$ cat config.mk
export PLATFORM = sky130hd
export DESIGN_NAME = vid_pattern_gen_flat
export DESIGN_NICKNAME = d
export VERILOG_FILES = /design/src/rtl/vid_pkg.sv /design/src/rtl/vid_pattern_gen_if.sv /design/src/rtl/vid_timing.sv /design/src/rtl/vid_pattern_gen.sv /design/src/flat_wrapper.sv
export SDC_FILE = /design/constraint.sdc
export NUM_CORES = 1
export LEC_CHECK = 0
export CAP_MARGIN = 30
export CELL_PAD_IN_SITES_DETAIL_PLACEMENT = 0
export CELL_PAD_IN_SITES_GLOBAL_PLACEMENT = 1
export CORE_UTILIZATION = 45
export CTS_CLUSTER_SIZE = 16
export DETAILED_ROUTE_END_ITERATION = 7
export PLACE_DENSITY = 0.86
export SYNTH_ARGS = -nofsm -noshare
export SYNTH_HDL_FRONTEND = slang
export SYNTH_SLANG_ARGS = --single-unit
$ cat constraint.sdc
create_clock -name clk -period 8 [get_ports clk]
set_clock_uncertainty 0.2 [all_clocks]
set_input_delay 1.6 -clock clk [delete_from_list [all_inputs] [get_ports clk]]
set_output_delay 1.6 -clock clk [all_outputs]
set_load 0.02 [all_outputs]
$ cat src/rtl/vid_pkg.sv
// Shared types and constants for the video test-pattern source.
// Pixel words are packed {R,B,G} to match the DVI receiver output.
package vid_pkg;

  localparam int CNT_W = 12;

  typedef enum logic [1:0] {
    PAT_BARS  = 2'd0,
    PAT_CHECK = 2'd1,
    PAT_GRAD  = 2'd2,
    PAT_SOLID = 2'd3
  } pat_e;

  typedef enum logic {
    ST_IDLE = 1'b0,
    ST_RUN  = 1'b1
  } state_e;

  function automatic logic [23:0] pack_rbg(input logic [7:0] r, input logic [7:0] g,
                                           input logic [7:0] b);
    return {r, b, g};
  endfunction

  // Entry 0 is the leftmost bar: white, yellow, cyan, green, magenta, red, blue, black.
  localparam logic [7:0][23:0] BAR_TABLE = {
    pack_rbg(8'h00, 8'h00, 8'h00),
    pack_rbg(8'h00, 8'h00, 8'hFF),
    pack_rbg(8'hFF, 8'h00, 8'h00),
    pack_rbg(8'hFF, 8'h00, 8'hFF),
    pack_rbg(8'h00, 8'hFF, 8'h00),
    pack_rbg(8'h00, 8'hFF, 8'hFF),
    pack_rbg(8'hFF, 8'hFF, 8'h00),
    pack_rbg(8'hFF, 8'hFF, 8'hFF)
  };

endpackage

$ cat src/rtl/vid_pattern_gen_if.sv
// Video stream as presented to img_proc: pixel data, DE, syncs and raster position.
interface vid_pattern_gen_if;
  import vid_pkg::*;

  logic [23:0]      data_o;
  logic             vde_o;
  logic             hsync_o;
  logic             vsync_o;
  logic [CNT_W-1:0] x_o;
  logic [CNT_W-1:0] y_o;
  logic             sof_o;

  modport master (
    output data_o, vde_o, hsync_o, vsync_o, x_o, y_o, sof_o
  );

  modport slave (
    input data_o, vde_o, hsync_o, vsync_o, x_o, y_o, sof_o
  );
endinterface

$ cat src/rtl/vid_timing.sv
// Raster counters and IDLE/RUN control; produces unregistered de/hs/vs/x/y/sof
// describing the pixel that will be issued on the coming clock edge.
module vid_timing
  import vid_pkg::*;
#(
  parameter int H_ACTIVE = 640,
  parameter int H_FP     = 16,
  parameter int H_SYNC   = 96,
  parameter int H_BP     = 48,
  parameter int V_ACTIVE = 480,
  parameter int V_FP     = 10,
  parameter int V_SYNC   = 2,
  parameter int V_BP     = 33
) (
  input  logic             clk,
  input  logic             rst_n,
  input  logic             en,
  output logic             run,
  output logic             de,
  output logic             hs,
  output logic             vs,
  output logic             sof,
  output logic [CNT_W-1:0] x,
  output logic [CNT_W-1:0] y
);

  localparam int H_TOTAL = H_ACTIVE + H_FP + H_SYNC + H_BP;
  localparam int V_TOTAL = V_ACTIVE + V_FP + V_SYNC + V_BP;

  localparam logic [CNT_W-1:0] H_LAST    = CNT_W'(H_TOTAL - 1);
  localparam logic [CNT_W-1:0] V_LAST    = CNT_W'(V_TOTAL - 1);
  localparam logic [CNT_W-1:0] H_ACT_END = CNT_W'(H_ACTIVE);
  localparam logic [CNT_W-1:0] V_ACT_END = CNT_W'(V_ACTIVE);
  localparam logic [CNT_W-1:0] HS_START  = CNT_W'(H_ACTIVE + H_FP);
  localparam logic [CNT_W-1:0] HS_END    = CNT_W'(H_ACTIVE + H_FP + H_SYNC);
  localparam logic [CNT_W-1:0] VS_START  = CNT_W'(V_ACTIVE + V_FP);
  localparam logic [CNT_W-1:0] VS_END    = CNT_W'(V_ACTIVE + V_FP + V_SYNC);

  if ((H_ACTIVE % 8) != 0 || H_ACTIVE <= 0 || H_FP <= 0 || H_SYNC <= 0 || H_BP <= 0 ||
      V_ACTIVE <= 0 || V_FP <= 0 || V_SYNC <= 0 || V_BP <= 0) begin : g_bad_raster
    $error("vid_timing: unsupported raster parameters");
  end

  state_e           state;
  state_e           state_next;
  logic [CNT_W-1:0] h_cnt;
  logic [CNT_W-1:0] v_cnt;
  logic [CNT_W-1:0] h_next;
  logic [CNT_W-1:0] v_next;

  always_ff @(posedge clk or negedge rst_n) begin
    if (!rst_n) begin
      state <= ST_IDLE;
    end else begin
      state <= state_next;
    end
  end

  // run means "a pixel is issued on this edge"; it is true on the IDLE->RUN edge
  // too, so the entry edge already carries pixel (0,0).
  always_comb begin
    state_next = state;
    unique case (state)
      ST_IDLE: if (en)  state_next = ST_RUN;
      ST_RUN:  if (!en) state_next = ST_IDLE;
      default:          state_next = ST_IDLE;
    endcase
    run = (state_next == ST_RUN);
  end

  always_comb begin
    h_next = '0;
    v_next = '0;
    if (run) begin
      if (h_cnt == H_LAST) begin
        h_next = '0;
        v_next = (v_cnt == V_LAST) ? '0 : v_cnt + CNT_W'(1);
      end else begin
        h_next = h_cnt + CNT_W'(1);
        v_next = v_cnt;
      end
    end
  end

  always_ff @(posedge clk or negedge rst_n) begin
    if (!rst_n) begin
      h_cnt <= '0;
      v_cnt <= '0;
    end else begin
      h_cnt <= h_next;
      v_cnt <= v_next;
    end
  end

  always_comb begin
    de  = run && (h_cnt < H_ACT_END) && (v_cnt < V_ACT_END);
    hs  = run && (h_cnt >= HS_START) && (h_cnt < HS_END);
    vs  = run && (v_cnt >= VS_START) && (v_cnt < VS_END);
    sof = run && (h_cnt == '0) && (v_cnt == '0);
    x   = h_cnt;
    y   = v_cnt;
  end

endmodule

$ cat src/rtl/vid_pattern_gen.sv
// Test-pattern video source standing in for the DVI receiver ahead of img_proc.
// Patterns are latched once per frame and every output is registered once.
module vid_pattern_gen
  import vid_pkg::*;
#(
  parameter int H_ACTIVE = 640,
  parameter int H_FP     = 16,
  parameter int H_SYNC   = 96,
  parameter int H_BP     = 48,
  parameter int V_ACTIVE = 480,
  parameter int V_FP     = 10,
  parameter int V_SYNC   = 2,
  parameter int V_BP     = 33,
  parameter bit SYNC_POL = 1'b0,
  parameter int CHK_LOG2 = 5
) (
  input  logic                clk,
  input  logic                rst_n,
  input  logic                en,
  input  logic [1:0]          pat_sel,
  input  logic [23:0]         solid_rgb,
  vid_pattern_gen_if.master   vid
);

  localparam logic [CNT_W-1:0] BAR_W = CNT_W'(H_ACTIVE / 8);
  localparam logic [23:0]      WHITE = pack_rbg(8'hFF, 8'hFF, 8'hFF);

  logic             run;
  logic             de;
  logic             hs;
  logic             vs;
  logic             sof;
  logic [CNT_W-1:0] x;
  logic [CNT_W-1:0] y;

  vid_timing #(
    .H_ACTIVE (H_ACTIVE),
    .H_FP     (H_FP),
    .H_SYNC   (H_SYNC),
    .H_BP     (H_BP),
    .V_ACTIVE (V_ACTIVE),
    .V_FP     (V_FP),
    .V_SYNC   (V_SYNC),
    .V_BP     (V_BP)
  ) u_timing (
    .clk   (clk),
    .rst_n (rst_n),
    .en    (en),
    .run   (run),
    .de    (de),
    .hs    (hs),
    .vs    (vs),
    .sof   (sof),
    .x     (x),
    .y     (y)
  );

  pat_e             pat_q;
  logic [23:0]      solid_q;
  pat_e             pat_cur;
  logic [23:0]      solid_cur;
  logic [CNT_W-1:0] bar_left_q;
  logic [2:0]       bar_idx_q;
  logic [CNT_W-1:0] bar_left;
  logic [2:0]       bar_idx;
  logic [CNT_W-1:0] bar_left_next;
  logic [2:0]       bar_idx_next;
  logic [23:0]      pixel;

  // Selection is sampled at the frame origin; that pixel itself already uses the new value.
  always_ff @(posedge clk or negedge rst_n) begin
    if (!rst_n) begin
      pat_q   <= PAT_BARS;
      solid_q <= '0;
    end else if (sof) begin
      pat_q   <= pat_e'(pat_sel);
      solid_q <= solid_rgb;
    end
  end

  always_comb begin
    pat_cur   = sof ? pat_e'(pat_sel) : pat_q;
    solid_cur = sof ? solid_rgb : solid_q;
  end

  always_comb begin
    bar_idx  = bar_idx_q;
    bar_left = bar_left_q;
    if (de && (x == '0)) begin
      bar_idx  = 3'd0;
      bar_left = BAR_W;
    end
    if (bar_left == CNT_W'(1)) begin
      bar_idx_next  = bar_idx + 3'd1;
      bar_left_next = BAR_W;
    end else begin
      bar_idx_next  = bar_idx;
      bar_left_next = bar_left - CNT_W'(1);
    end
  end

  always_ff @(posedge clk or negedge rst_n) begin
    if (!rst_n) begin
      bar_idx_q  <= 3'd0;
      bar_left_q <= BAR_W;
    end else if (de) begin
      bar_idx_q  <= bar_idx_next;
      bar_left_q <= bar_left_next;
    end
  end

  always_comb begin
    pixel = '0;
    if (de) begin
      case (pat_cur)
        PAT_BARS:  pixel = BAR_TABLE[bar_idx];
        PAT_CHECK: pixel = (x[CHK_LOG2] ^ y[CHK_LOG2]) ? WHITE : 24'h000000;
        PAT_GRAD:  pixel = pack_rbg(x[7:0], x[7:0], x[7:0]);
        PAT_SOLID: pixel = solid_cur;
        default:   pixel = '0;
      endcase
    end
  end

  // Leaving RUN drops everything back to reset values on the same edge.
  always_ff @(posedge clk or negedge rst_n) begin
    if (!rst_n) begin
      vid.data_o  <= '0;
      vid.vde_o   <= 1'b0;
      vid.hsync_o <= ~SYNC_POL;
      vid.vsync_o <= ~SYNC_POL;
      vid.x_o     <= '0;
      vid.y_o     <= '0;
      vid.sof_o   <= 1'b0;
    end else if (!run) begin
      vid.data_o  <= '0;
      vid.vde_o   <= 1'b0;
      vid.hsync_o <= ~SYNC_POL;
      vid.vsync_o <= ~SYNC_POL;
      vid.x_o     <= '0;
      vid.y_o     <= '0;
      vid.sof_o   <= 1'b0;
    end else begin
      vid.data_o  <= pixel;
      vid.vde_o   <= de;
      vid.hsync_o <= hs ? SYNC_POL : ~SYNC_POL;
      vid.vsync_o <= vs ? SYNC_POL : ~SYNC_POL;
      vid.sof_o   <= sof;
      if (de) begin
        vid.x_o <= x;
        vid.y_o <= y;
      end
    end
  end

endmodule

$ cat src/flat_wrapper.sv
// flat-port wrapper written by rule: the top's interface ports become plain ports
module vid_pattern_gen_flat import vid_pkg::*;
#(
  parameter int H_ACTIVE = 640,
  parameter int H_FP     = 16,
  parameter int H_SYNC   = 96,
  parameter int H_BP     = 48,
  parameter int V_ACTIVE = 480,
  parameter int V_FP     = 10,
  parameter int V_SYNC   = 2,
  parameter int V_BP     = 33,
  parameter bit SYNC_POL = 1'b0,
  parameter int CHK_LOG2 = 5
)
  (clk, rst_n, en, pat_sel, solid_rgb, vid_data_o, vid_vde_o, vid_hsync_o, vid_vsync_o, vid_x_o, vid_y_o, vid_sof_o);
  vid_pattern_gen_if vid_i ();
  input  logic clk;
  input  logic rst_n;
  input  logic en;
  input  logic [1:0] pat_sel;
  input  logic [23:0] solid_rgb;
  output wire logic [$bits(vid_i.data_o)-1:0] vid_data_o;
  output wire logic [$bits(vid_i.vde_o)-1:0] vid_vde_o;
  output wire logic [$bits(vid_i.hsync_o)-1:0] vid_hsync_o;
  output wire logic [$bits(vid_i.vsync_o)-1:0] vid_vsync_o;
  output wire logic [$bits(vid_i.x_o)-1:0] vid_x_o;
  output wire logic [$bits(vid_i.y_o)-1:0] vid_y_o;
  output wire logic [$bits(vid_i.sof_o)-1:0] vid_sof_o;
  assign vid_data_o = vid_i.data_o;
  assign vid_vde_o = vid_i.vde_o;
  assign vid_hsync_o = vid_i.hsync_o;
  assign vid_vsync_o = vid_i.vsync_o;
  assign vid_x_o = vid_i.x_o;
  assign vid_y_o = vid_i.y_o;
  assign vid_sof_o = vid_i.sof_o;
  vid_pattern_gen #(.H_ACTIVE(H_ACTIVE), .H_FP(H_FP), .H_SYNC(H_SYNC), .H_BP(H_BP), .V_ACTIVE(V_ACTIVE), .V_FP(V_FP), .V_SYNC(V_SYNC), .V_BP(V_BP), .SYNC_POL(SYNC_POL), .CHK_LOG2(CHK_LOG2)) u_core (.clk(clk), .rst_n(rst_n), .en(en), .pat_sel(pat_sel), .solid_rgb(solid_rgb), .vid(vid_i));
endmodule
# Yosys cells after proc, flatten, opt, wreduce, memory -nomap -nowiden
# Memory sizes are Yosys's and may differ from the RTL's.
# Cells that the tools add are included.
# classes
n_addsub	4
mul	0
div_mod_pow	0
order_cmp	7
n_eq_ne	8
shifts	0
muxes	27
bitwise	1
reduce_logical	12
# op_table
cell	n
12-bit two-way mux	11
24-bit two-way mux	5
24-bit case mux with 4 select lines	1
12-bit by 1-bit adder with 12-bit output (second input constant)	2
12-bit by 10-bit equality test with 1-bit output (second input constant)	2
12-bit zero test	2
12-bit by 10-bit < comparator with 1-bit output (second input constant)	2
12-bit by 9-bit < comparator with 1-bit output (second input constant)	2
12-bit by 1-bit equality test with 1-bit output (second input constant)	1
12-bit by 10-bit >= comparator with 1-bit output (second input constant)	1
12-bit by 9-bit >= comparator with 1-bit output (second input constant)	1
12-bit by 1-bit subtractor with 12-bit output (second input constant)	1
1-bit logical AND	9
1-bit two-way mux	7
3-bit two-way mux	2
2-bit equality test (second input constant)	2
3-bit by 4-bit < comparator with 1-bit output (second input constant)	1
2-bit inequality test (second input constant)	2
3-bit by 1-bit adder with 3-bit output (second input constant)	1
2-bit by 1-bit equality test with 1-bit output (second input constant)	1
2-bit zero test	1
2-bit two-way mux	1
1-bit XOR	1
# word_totals
ff_bits	117
latchBits	0
ram_bits	0
rom_bits	192
inputBits	29
output_inout_bits	52
mem_count	1
# memory_table
memory	depth	width	read_ports	rd_ports_with_merged_regs	wr	line_no	source
(no name shown)	8	24	1	0	0	vid_pattern_gen.sv:116	PAT_BARS: pixel = BAR_TABLE[bar_idx];

# Logic depth before layout (Yosys ltp)
# depth
word_depth	10
mapped_depth	15

# By module
# A second synthesis with hierarchy kept.
# unflattened
cells_unflattened	497
area_unflattened_um2	5664.2
# modules_own_cells
module	instances	cells_each	area_each_um2
vid_pattern_gen	1	342	4171.5
vid_timing	1	155	1492.7

# Worst setup path before layout
# Ideal clock, no wire load.
# synth_path
path_kind	input to register
startpoint	in en
endpoint	reg u_core.bar_left_q[2]
t_arrival_ps	3539
t_required_ps	7678
path_slack_ps	4139
path_stages	11
cell_sequence	nand3_1 > or4_1 > clkinv_1 > nand2_1 > nand2_1 > ha_1 > nand2b_1 > nor4_1 > clkbuf_1 > o21ai_0 > a32o_1
# synth_via
elab_chain_len	7
word_cells_on_any_way	8
classes_between	1 x add/sub; 1 x eq/ne; 3 x mux; 3 x reduce/logical
# synth_rtl
element	line_no	source
start: declaration	flat_wrapper.sv:19	input logic en;
1-bit two-way mux (*)	vid_timing.sv:64, vid_timing.sv:65	
1-bit logical AND (*) (2 in a row)	vid_timing.sv:96	de = run && (h_cnt < H_ACT_END) && (v_cnt < V_ACT_END);
1-bit logical AND	vid_pattern_gen.sv:89	if (de && (x == '0)) begin
12-bit two-way mux	vid_pattern_gen.sv:89	
12-bit by 1-bit subtractor with 12-bit output / 12-bit by 1-bit equality test with 1-bit output (equally long branches)	vid_pattern_gen.sv:98, vid_pattern_gen.sv:93	
12-bit two-way mux	vid_pattern_gen.sv:93	if (bar_left == CNT_W'(1)) begin
end signal: assignment	vid_pattern_gen.sv:108	bar_left_q <= bar_left_next;
end: declaration	vid_pattern_gen.sv:62	logic [CNT_W-1:0] bar_left_q;
# Mark *: on every way between the ends. The rest lies on a longest branch, timed or not.
# A chain may end at the register's enable or synchronous reset.

# Final worst setup path
# Ends and elaborated chain as after synthesis.

==> impl_results.md <==
* First drt pass iteration count at 4
* Yosys cell types at 54
* CP dominant cell by count: nand2_1
* Synthesis-to-finish area growth at 25.4%
* Adder-cell share of the synthesized area at 1.57%
* Xor/xnor share of the synthesized area at under 10%
* Die area at 12800 um2
* Syn Nets at 610
* Routed wire per std cell at 17.7 um
* Multi-input logic area at around 2400 um2
* Die width at approximately 110 um
* Post-route clock period utilization at a little over three fifths
* Clock net sink count at 117
* Critical Path AT at 5.14 ns
* Via count at 4694
* Mapped Area at approximately 5600 um2
* Max-cap violations at 0
* # Post-CTS Setup Buffers at 0
* Register area at 2930 um2
* Setup Viol. Count Final at 0
* Post-DP Area at 6450 um2
* Number of DRC markers in iteration 0 at 375
* Clk pwr share at slightly above 40%
* Power Density at about 240 nW/um2
* GRT Util Overall at between 20% and 30%
* Seq/Total Area, Yosys at between 50% and 60%
* Slew @ Worst Pin at around 0.97 ns
* Switching share of power at roughly 28%
* Clk buf depth at 2
* Internal power at ~1200 uW
* Slack of the critical path at 2.96 ns
* Share of flip-flops with an asynchronous set or reset at 100%
* FMAX at just under 200 MHz
* Part of the power in combinational logic at 18.3%
* Final hold violation count at 0
* Largest family of logic cells by synthesized area: simple AND/OR/NAND/NOR gates
* Top-area cell type share of the netlist area at 50.8%
* N_diodes at 0
* Mux cell area share after synthesis at less than 1%
* WP buf/inv at 4
* Warnings from Yosys at 0
* Initial antenna violation count at 0
* Largest net degree at the start of global routing at 70
* Delay-heaviest family, CP: simple AND/OR/NAND/NOR gates
* Number of global-route vias before repair at 4526
* WS Path Type: input port to register
* Grt ovf at 0
* Most frequent cell after synthesis: dfrtp_1
* Tightest Hold Check Type: register to register
* Via/cell ratio at between 5 and 6
* Initial Utilization at a little under half
* Worst endpoint required time at 8.10 ns
* GPL Wtd Cong at between 0.8 and 0.9
* Sequential share of power at ~41%
* Syn Inst Count at 574
* Worst-skew pair later-pin latency at 0.42 ns
* Peak supply drop at ~0.12 mV
* Reg clk slew, reported paths at ~0.05 ns
* Post-DRT Antenna Nets at 0
* DR DRC count at 0
* RSZ-0062 raised after global routing: no
* Post-synthesis simple-gate area fraction at 21.2%
* Post-DP HPWL at slightly above 9 mm
* Critical-path maximum fanout at 33
* Number of synthesized flops with an enable pin at 0
* Slew HR at roughly a third
* Shortest period the worst path allows at a little over 5 ns
* Fraction of layout cells with a size suffix above 1 at between 8 and 9%
* Ports at between 80 and 90
* Crit path largest cell delay at about 0.47 ns
* Fillers at between 1000 and 1500
* Pre-CTS WS at 2.57 ns
* Net Switching at approximately 470 uW
* Port Buffers at 80
* Fin area at about 7000 um2
* Cell taking the most area after synthesis: dfrtp_1
* Crit-path cells: clkdlybuf4s50_1, buf_4, nand3_1, or4_1, clkinv_1, nand2_1, nand2_1, ha_1, nand2b_1, nor4_1, buf_4, or3_1, nand2_1, a32o_1
* Post-synth top flop: dfrtp_1
* Setup TNS Final at 0 ns
* Leakage dissipation at between 0.003 and 0.004 uW
* # hold bufs at CTS at 0
* Crit end category: register
* Avg Cell Area, Syn at between 9 and 10 um2
* Final Max Slew Viols at 0
* FP Rows at 40
* Htree depth at 4
* Cts bufs inserted at 17
* Top cells by count, synth: dfrtp_1, nand2_1, o21ai_0
* CTS tree: yes
* WL final at around 14 mm
* Outcome: finished, final reports clean
* Nets at between 600 and 700
* First-pass GRT wire length at roughly 23 mm
* Ranking of synthesized cells by area: dfrtp_1, o21ai_0, nand3_1
* Slowest-stage cell, CP: nor4_1
* Core Area at around 12000 um2
* PostCTS Resize Cnt at 0
* Worst setup SP type: input port
* Synth Area in Compound Gates at ~18%
* FF+latch count, synth at 117
* DIE HEIGHT at ~110 um
* Root Buffer: clkbuf_16
==> through the flow <==
stage / instances / util (%) / total power (uW) / hold WS [ns]
after floorplan: 574 / - / 882 / 0.238
after global placement: 766 / 53.5 / 995 / 0.270
after detailed placement: 768 / 53.7 / 1010 / 0.270
after CTS: 798 / 58.1 / 1710 / 0.281
after global routing: 798 / 58.1 / 1770 / 0.294
final: 798 / 58.1 / 1700 / 0.284
==> final timing paths <==
check                                       from               endpoint  slack, ns  cells past startpoint
max in group asynchronous                  rst_n   u_core.u_timing.y[6]       5.28                      2
min                        u_core.bar_left_q[11]  u_core.bar_left_q[11]       0.28                      1
max reg2reg                 u_core.u_timing.y[5]   u_core.bar_left_q[2]       3.95                     12
min in group asynchronous                  rst_n  u_core.vid.data_o[19]       0.99                      1
max                                           en   u_core.bar_left_q[2]       2.96                     14
min reg2reg                u_core.bar_left_q[11]  u_core.bar_left_q[11]       0.28                      1
==> kinds of logic after synthesis <==
kind of cell	count (synthesis)
AO/OA/AOI/OAI	156
XOR/XNOR	10
adder cells (fa/ha/maj)	7
buffers and inverters	52
flip-flops	117
multiplexers	4
AND/OR/NAND/NOR	228
==> state kept, by name, summed over array words and instances (netlist names) <==
signal / cells
u_core.bar_idx_q: 3
u_core.vid.vsync_o: 1
u_core.vid.sof_o: 1
u_core.solid_q: 24
u_core.vid.hsync_o: 1
u_core.bar_left_q: 12
u_core.vid.x_o: 12
u_core.u_timing.x: 12
u_core.pat_q: 2
u_core.vid.y_o: 12
u_core.vid.data_o: 24
u_core.vid.vde_o: 1
u_core.u_timing.y: 12
==> final cells by class <==
cell class	instances	area share, %
Clock buffer	25	6.95
Clock inverter	5	0.717
Inverter	11	0.591
Multi-Input combinational cell	405	34.7
Sequential cell	117	42.0
Tap cell	147	2.63
Timing Repair Buffer	88	12.4
==> layout by cell type, fill, tap and decap left out, types with 7 or more instances in the layout <==
master,n
a21oi_1,33
and3_1,8
buf_4,8
clkbuf_16,17
clkdlybuf4s50_1,79
dfrtp_1,113
ha_1,7
inv_1,10
nand2_1,66
nand3_1,60
nor2_1,26
nor2b_1,7
nor3_1,11
o21ai_0,64
o2bb2ai_1,23
o31ai_1,7
or3_1,8
xnor2_1,7
==> worst register-to-register path: stages (launching register included) <==
cell      delay [ns]
dfrtp_1         0.63
and4_1          0.41
or4_1           0.18
clkinv_1        0.57
nand2_1         0.39
and2_1          0.17
ha_1            0.13
nand2b_1        0.09
nor4_1          0.47
buf_4           0.26
or3_1           0.15
nand2_1         0.06
a32o_1          0.22
==> metal layers <==
layer,up-vias,track usage [%],part of all wire (%)
met5,-,0,0
met4,0,8.86,1.7
met3,21,6.59,4.1
met2,102,36.9,49
met1,2361,31.2,46
li1,2210,-,-
==> power groups by stage <==
stage	registers, uW	logic (uW)	clock network, uW
final	694	310	692
after global routing	700	338	732
after CTS	694	311	704
after detailed placement	701	306	0
after global placement	699	296	0
after floorplan	721	162	0
No activity file was read; power rests on OpenSTA's default activity.
